## src/rtl/avg_pool2x2.sv

```systemverilog
`default_nettype none
// ============================================================================
// Module   : avg_pool2x2
// Brief    : Streaming 2x2 average pooling with a single line buffer of
//            even-row pair sums. Define AVG_POOL_ROUND_EN for round-half-up.
// Revision : 1.0 - initial release
// ============================================================================
module avg_pool2x2 #(
  parameter int IMG_W  = 8,
  parameter int IMG_H  = 8,
  parameter int DATA_W = 8
) (
  input  logic              clk,
  input  logic              rst,
  input  logic              start,
  input  logic              s_valid,
  input  logic [DATA_W-1:0] s_data,
  output logic              s_ready,
  output logic              m_valid,
  output logic [DATA_W-1:0] m_data,
  input  logic              m_ready,
  output logic              busy,
  output logic              done
);

  localparam int COL_W = (IMG_W > 2) ? $clog2(IMG_W) : 1;
  localparam int ROW_W = (IMG_H > 2) ? $clog2(IMG_H) : 1;
  localparam int LB_AW = (IMG_W > 2) ? $clog2(IMG_W / 2) : 1;
  localparam int LB_D  = 1 << LB_AW;

  typedef enum logic [1:0] {
    ST_IDLE  = 2'd0,
    ST_RUN   = 2'd1,
    ST_DRAIN = 2'd2
  } state_t;

  state_t              r_state;
  state_t              w_state_nxt;
  logic [COL_W-1:0]    r_col;
  logic [ROW_W-1:0]    r_row;
  logic [DATA_W-1:0]   r_pair;
  logic [DATA_W:0]     r_linebuf [LB_D];
  logic                r_m_valid;
  logic [DATA_W-1:0]   r_m_data;

  logic                w_accept;
  logic                w_last_col;
  logic                w_last_row;
  logic [LB_AW-1:0]    w_lb_idx;
  logic [DATA_W:0]     w_pair_sum;
  logic [DATA_W+1:0]   w_win_sum;
  logic [DATA_W-1:0]   w_result;
  logic                w_win_done;
  logic                w_lb_wr;

  assign s_ready    = (r_state == ST_RUN) && (!r_m_valid || m_ready);
  assign busy       = (r_state != ST_IDLE);
  assign done       = (r_state == ST_DRAIN) && r_m_valid && m_ready;
  assign m_valid    = r_m_valid;
  assign m_data     = r_m_data;

  assign w_accept   = s_valid && s_ready;
  assign w_last_col = (r_col == COL_W'(IMG_W - 1));
  assign w_last_row = (r_row == ROW_W'(IMG_H - 1));
  assign w_lb_idx   = LB_AW'(r_col >> 1);
  assign w_pair_sum = {1'b0, r_pair} + {1'b0, s_data};
  assign w_win_sum  = {1'b0, r_linebuf[w_lb_idx]} + {1'b0, w_pair_sum};
  assign w_win_done = w_accept && r_row[0] && r_col[0];
  assign w_lb_wr    = w_accept && !r_row[0] && r_col[0];

`ifdef AVG_POOL_ROUND_EN
  // Max 4*(2^DATA_W-1)+2 still fits DATA_W+2 bits, so no saturation.
  logic [DATA_W+1:0] w_win_rnd;
  assign w_win_rnd = w_win_sum + (DATA_W + 2)'(2);
  assign w_result  = DATA_W'(w_win_rnd >> 2);
`else
  assign w_result  = DATA_W'(w_win_sum >> 2);
`endif

  always_comb begin
    w_state_nxt = r_state;
    case (r_state)
      ST_IDLE:  if (start) w_state_nxt = ST_RUN;
      ST_RUN:   if (w_accept && w_last_col && w_last_row) w_state_nxt = ST_DRAIN;
      ST_DRAIN: if (r_m_valid && m_ready) w_state_nxt = ST_IDLE;
      default:  w_state_nxt = ST_IDLE;
    endcase
  end

  always_ff @(posedge clk or negedge rst) begin
    if (!rst) begin
      r_state   <= ST_IDLE;
      r_col     <= '0;
      r_row     <= '0;
      r_pair    <= '0;
      r_m_valid <= 1'b0;
      r_m_data  <= '0;
    end else begin
      r_state <= w_state_nxt;

      if (r_state == ST_IDLE && start) begin
        r_col <= '0;
        r_row <= '0;
      end else if (w_accept) begin
        if (w_last_col) begin
          r_col <= '0;
          r_row <= w_last_row ? '0 : r_row + ROW_W'(1);
        end else begin
          r_col <= r_col + COL_W'(1);
        end
      end

      if (w_accept && !r_col[0]) r_pair <= s_data;

      // A reload can only coincide with a drain (s_ready gating), never overwrite.
      if (w_win_done) begin
        r_m_valid <= 1'b1;
        r_m_data  <= w_result;
      end else if (m_ready) begin
        r_m_valid <= 1'b0;
      end
    end
  end

  // Contents need no reset: every entry is rewritten on an even row before use.
  always_ff @(posedge clk) begin
    if (w_lb_wr) r_linebuf[w_lb_idx] <= w_pair_sum;
  end

endmodule
`default_nettype wire

```

## config.mk

```make
export PLATFORM = sky130hd
export DESIGN_NAME = avg_pool2x2
export DESIGN_NICKNAME = d
export VERILOG_FILES = /design/src/rtl/avg_pool2x2.sv
export SDC_FILE = /design/constraint.sdc
export NUM_CORES = 1
export LEC_CHECK = 0
export ABC_CLOCK_PERIOD_IN_PS = 5100
export CORE_UTILIZATION = 35
export DETAILED_ROUTE_END_ITERATION = 8
export HOLD_SLACK_MARGIN = 0.03
export PLACE_DENSITY_LB_ADDON = 0.05
export SLEW_MARGIN = 25
export SYNTH_ARGS = -nofsm -noshare
export SYNTH_HDL_FRONTEND = slang
export SYNTH_SLANG_ARGS = --single-unit
```

## constraint.sdc

```tcl
create_clock -name clk -period 5.1 [get_ports clk]
set_clock_uncertainty 0.2 [all_clocks]
set_input_delay 1.02 -clock clk [delete_from_list [all_inputs] [get_ports clk]]
set_output_delay 1.02 -clock clk [all_outputs]
set_load 0.1 [all_outputs]
```

==> results of run 1 <==
[cell families after synthesis]
family,count (synthesis),share of synthesized area [%]
multiplexers,17,9.445
XOR/XNOR,11,3.190
AO/OA/AOI/OAI,41,9.694
flip-flops,61,56.50
adder cells (fa/ha/maj),21,8.948
buffers and inverters,14,2.030
AND/OR/NAND/NOR,63,10.19
[state kept, by name (all words and copies together) (netlist names)]
| register | count |
|---|---|
| r_state | 2 |
| r_pair | 8 |
| r_row | 3 |
| r_col | 3 |
| m_data | 8 |
| m_valid | 1 |
| r_linebuf | 36 |
[path summary, 6_finish.rpt]
check	to	depth (start not counted)	from
max in group asynchronous	r_pair[4]	2	rst
min in group asynchronous	m_data[6]	2	rst
min reg2reg	m_data[1]	2	m_data[1]
min	m_data[1]	2	m_data[1]
max	m_data[6]	16	s_data[0]
max reg2reg	m_data[6]	15	r_pair[0]
[power by group]
part,internal [mW],switching [mW]
registers,0.726,0.0523
clock network,0.202,0.177
logic,0.531,0.830
[cell type report]
cell class	count	area [sq um]	area share (%)
Inverter	8	30.03	0.8403
Tap cell	105	131.4	3.676
Sequential cell	61	1707	47.76
Clock buffer	14	162.7	4.552
Clock inverter	2	10.01	0.2801
Multi-Input combinational cell	153	1252	35.05
Timing Repair Buffer	30	280.3	7.843
[critical path, delay by kind of cell]
kind                       cells  cell delay, ns
xor gates and xnor gates       2            0.54
AOI/OAI and AO/OA              6            0.96
and+or+nand+nor                3            0.37
buffers and inverters          2            0.53
adders and majority gates      3            0.90
[per-layer routing]
metal  GRT usage (%)  routed length (um)  vias to the layer above  share of wire [%]
met4           8.333                 106                        0                2.0
met2           21.46                2450                       26                 46
met1           17.96                2684                      872                 50
met5               0                   0                        -                  0
li1                -                   -                      913                  -
met3           2.899                 118                        9                2.2
[synthesized netlist by cell type (6+ instances only)]
library cell and n:
nand2_1 18, xor2_1 7, mux2_2 8, inv_1 8, a21oi_1 13, dfrtp_1 25
edfxtp_1 36, o21ai_0 8, ha_1 20, nor3_1 7, mux4_2 8, nor2b_1 6
nor2_1 14
[metrics by stage]
| stage | area (sq um) | total power [mW] | setup WS [ns] | instances |
|---|---|---|---|---|
| after floorplan | 3020 | 1.879 | 0.2679 | 228 |
| after global placement | 3401 | 2.162 | 0.4484 | 357 |
| after detailed placement | 3401 | 2.170 | 0.3963 | 357 |
| final | 3573 | 2.519 | 0.7653 | 373 |
| after CTS | 3573 | 2.560 | 0.7543 | 373 |
| after global routing | 3573 | 2.735 | 0.4580 | 373 |
==> flow_metrics.tcl, run 1 <==
set metrics [dict create \
    status "completed" \
    startpoint_type "input pin" \
    tritoncts "built" \
    max_slew_margin_pct 35.58 \
    period_minus_slack_ns 4.335 \
    grt.overflow.total 0 \
    rows 33 \
    async_flop_share_pct 40.98 \
    grt_max_degree 26 \
    n_fill_cell 794 \
    ir_drop_mv 0.2658 \
    regToRegSetupSlack_ns 1.59 \
    max_stage_delay_ns 0.48 \
    syn-instance-count 228 \
    drv_cap 0 \
    layout_commonest_cell "edfxtp_1" \
    ios 25 \
    max_freq_mhz 230.7 \
    grt_pass1_vias 1825 \
    rsz0062_at_grt "no" \
    fin_nets 297 \
    core_sq_mm 0.008299 \
    synthDistinctLibCells 43 \
    synth_top_area_share_pct 35.79 \
    synth_area_leaders "edfxtp_1 (36%), dfrtp_1 (21%), ha_1 (8.3%)" \
    cts_buffers 9 \
    setup_viol 0 \
    crit_fanout 5 \
    layout-drive-gt1-share_pct 17.54 \
    first_pass_iters 4 \
    drc_errors 0 \
    end_kind "register" \
    cpMaxStageDelayCell "clkdlybuf4s50_1" \
    clock-sinks 61 \
    hold_viol 0 \
    period_share_pct 84.99 \
    mostFrequentLayoutCells "edfxtp_1 (36), dfrtp_1 (25), clkdlybuf4s50_1 (22)" \
    hold_ws_ns 0.2779 \
    initial_core_util_pct 36.39 \
    cts_htree_levels 3 \
    drv_slew 0 \
    critical_path_class "in2reg" \
    final_core_util_pct 43.06 \
    p_leak_nw 1.402 \
    syn_nets 262 \
    ys_warn_count 0 \
    antenna_cells 0 \
    areaGrowthSynthToFinish_pct 18.31 \
    antenna_left 0 \
    critPathArrivalTime_ns 4.33 \
    die_h_um 94.90 \
    critPathRequiredTime_ns 5.10 \
    drt_wl_total_mm 5.360 \
    die_w_um 94.90 \
    place_hpwl_mm 3.886 \
    drt_iter0_markers 31 \
    clockBufferDepth 2 \
    cts_hold_buf 0 \
    vias_per_cell 4.879 \
    io_buffers 24 \
    yosys.area.top_type "edfxtp_1" \
    avgSynthCellArea_sq_um 13.25 \
    path_clk_slew_ns 0.07 \
    ys_ff_latch 61 \
    tightest_slew_ns 0.9633 \
    wire_per_inst_um 14.37 \
    synth-edff-count 36 \
    post_cts_resized 0 \
    worstSkewPairLatency_ns 0.33 \
    antenna_found_initial 0 \
    yosys_most_used_dff "edfxtp_1" \
    powerDensity_mw_per_mm2 704.8 \
    grt_util_all_layers_pct 13.92 \
    fin_setup_tns_ns 0 \
    hold_path.class "reg2reg" \
    synth_area_sq_mm 0.003020 \
    gp_congestion 0.6997 \
    root_buffer "clkbuf_8" \
    cts_setup_buffers 0 \
    num_vias 1820 \
    die_area_sq_mm 0.009005 \
    ys_seq_area_share_pct 56.50 \
    grt_pass1_wl_mm 8.949 \
    worstPathCellList "clkdlybuf4s50_1, ha_1, inv_1, fa_1, nor2b_1, o21ai_0, nand2b_1, a21o_1, a21o_1, xor2_1, ha_1, nor2b_1, a311o_1, a21oi_2, xor2_1, o21ai_1" \
]
Power figures use the tool's default switching activity.
==> run 2: changes to the inputs <==
--- a/config.mk
+++ b/config.mk
@@ -5,7 +5,7 @@
 export SDC_FILE = /design/constraint.sdc
 export NUM_CORES = 1
 export LEC_CHECK = 0
-export ABC_CLOCK_PERIOD_IN_PS = 5100
+export ABC_CLOCK_PERIOD_IN_PS = 3570
 export CORE_UTILIZATION = 35
 export DETAILED_ROUTE_END_ITERATION = 8
 export HOLD_SLACK_MARGIN = 0.03
==> constraint.sdc (replaced) <==
create_clock -name clk -period 3.57 [get_ports clk]
set_clock_uncertainty 0.2 [all_clocks]
set_input_delay 0.714 -clock clk [delete_from_list [all_inputs] [get_ports clk]]
set_output_delay 0.714 -clock clk [all_outputs]
set_load 0.1 [all_outputs]
==> flow_metrics.tcl, run 2 (synthesis gave the netlist of run 1 again) <==
set metrics [dict create \
    crit_fanout 5 \
    antenna_found_initial 0 \
    drt_wl_total_mm 5.553 \
    clock-sinks 61 \
    fin_setup_tns_ns 0 \
    grt_util_all_layers_pct 14.02 \
    grt_max_degree 26 \
    max_slew_margin_pct 36.08 \
    dp_cells 385 \
    io_buffers 24 \
    setup_viol 0 \
    first_pass_iters 4 \
    drv_slew 0 \
    grt.busiest_layer "met2" \
    dpl_cell_area_sq_mm 0.003627 \
    layout_commonest_cell "buf_4" \
    path_clk_slew_ns 0.07 \
    hold_path.class "reg2reg" \
    drc_errors 0 \
    cpMaxStageDelayCell "fa_2" \
    end_kind "register" \
    max_stage_delay_ns 0.41 \
    antenna_left 0 \
    areaGrowthSynthToFinish_pct 32.10 \
    critical_path_class "in2reg" \
    drt_iter0_markers 92 \
    period_minus_slack_ns 3.428 \
    max_freq_mhz 291.7 \
    tritoncts "built" \
    num_vias 1916 \
    use_met1_pct 17.59 \
    die_h_um 94.90 \
    die_w_um 94.90 \
    cts_hold_buf 0 \
    critPathRequiredTime_ns 3.59 \
    grt.overflow.total 0 \
    critPathArrivalTime_ns 3.45 \
    fin_cells 406 \
    hold_ws_ns 0.2776 \
    met3_usage_pct 4.106 \
    gp_congestion 0.7816 \
    root_buffer "clkbuf_8" \
    worstSkewPairLatency_ns 0.33 \
    initial_core_util_pct 36.39 \
    startpoint_type "input pin" \
    regMostFlops "r_linebuf" \
    period_share_pct 96.01 \
    die_area_sq_mm 0.009005 \
    clockBufferDepth 2 \
    hold_viol 0 \
    core_sq_mm 0.008299 \
    drv_cap 0 \
    vias_per_cell 4.719 \
    grt_pass1_wl_mm 9.121 \
    antenna_cells 0 \
    rows 33 \
    design_area_sq_mm 0.003990 \
    status "completed" \
    place_hpwl_mm 3.959 \
    wire_per_inst_um 13.68 \
    n_fill_cell 723 \
    gr-usage-met2_pct 22.60 \
    worstPathCellList "dlygate4sd2_1, inv_1, fa_2, nor2b_1, o21ai_1, nand2b_1, a21o_1, a21o_1, xor2_4, ha_4, nor2b_1, a311o_1, a21oi_2, xor2_1, o21ai_1" \
    largest_reg_flops 36 \
    layout-drive-gt1-share_pct 36.21 \
    ios 25 \
    cts_htree_levels 3 \
    fin_nets 330 \
    grt_pass1_vias 1882 \
    tightest_slew_ns 0.9558 \
    mostFrequentLayoutCells "buf_4 (49), edfxtp_1 (36), dfrtp_1 (25)" \
    cts_buffers 9 \
]
run 2: per-layer routing:
metal | share of wire [%] | routed length, um | vias to the layer above
met4 | 0.99 | 55 | 0
met2 | 49 | 2694 | 27
met3 | 3.0 | 169 | 6
met5 | 0 | 0 | -
li1 | - | - | 980
met1 | 47 | 2634 | 903
run 2: final cells by class:
class                           instances  area [sq um]  share of cell area [%]
Sequential cell                        61          1707                   42.77
Timing Repair Buffer                   63         516.7                   12.95
Clock inverter                          6         77.57                   1.944
Inverter                                8         30.03                  0.7526
Multi-Input combinational cell        153          1400                   35.09
Tap cell                              105         131.4                   3.293
Clock buffer                           10         127.6                   3.198
run 2: final timing paths:
path / slack [ns] / from / to / cells past startpoint
max: 0.14 / s_data[1] / m_data[6] / 15
min: 0.28 / m_data[5] / m_data[5] / 2
max reg2reg: 0.28 / r_pair[0] / m_data[6] / 15
min reg2reg: 0.28 / m_data[5] / m_data[5] / 2
max in group asynchronous: 2.35 / rst / r_col[1] / 2
min in group asynchronous: 0.55 / rst / m_data[7] / 2
run 2: what timing repair did:
action                     CTS  global route
setup buffers                4             2
gates cloned                 0             0
pin swaps                   18            12
setup endpoints to repair    5             3
hold endpoints to repair     0             0
gates resized for setup     18             8
run 2: critical path: cells and delay by family:
kind	cells	cell delay (ns)
compound gates	6	1.06
fa+ha+maj	2	0.65
xor+xnor	2	0.41
simple gates	3	0.34
buf+inv	2	0.27
run 2: metrics by stage:
stage / utilization, % / setup WS (ns)
2_1_floorplan: - / 0.02379
3_5_place_dp: 43.71 / -0.6019
6_report: 48.08 / 0.1424
5_1_grt: 48.08 / -0.02495
3_3_place_gp: 43.71 / -0.6051
4_1_cts: 47.44 / 0.01907
Power of run 2 is left out: the tool's default activity adds up to more than one toggle a clock period on the data nets, which glitch-free logic cannot reach.
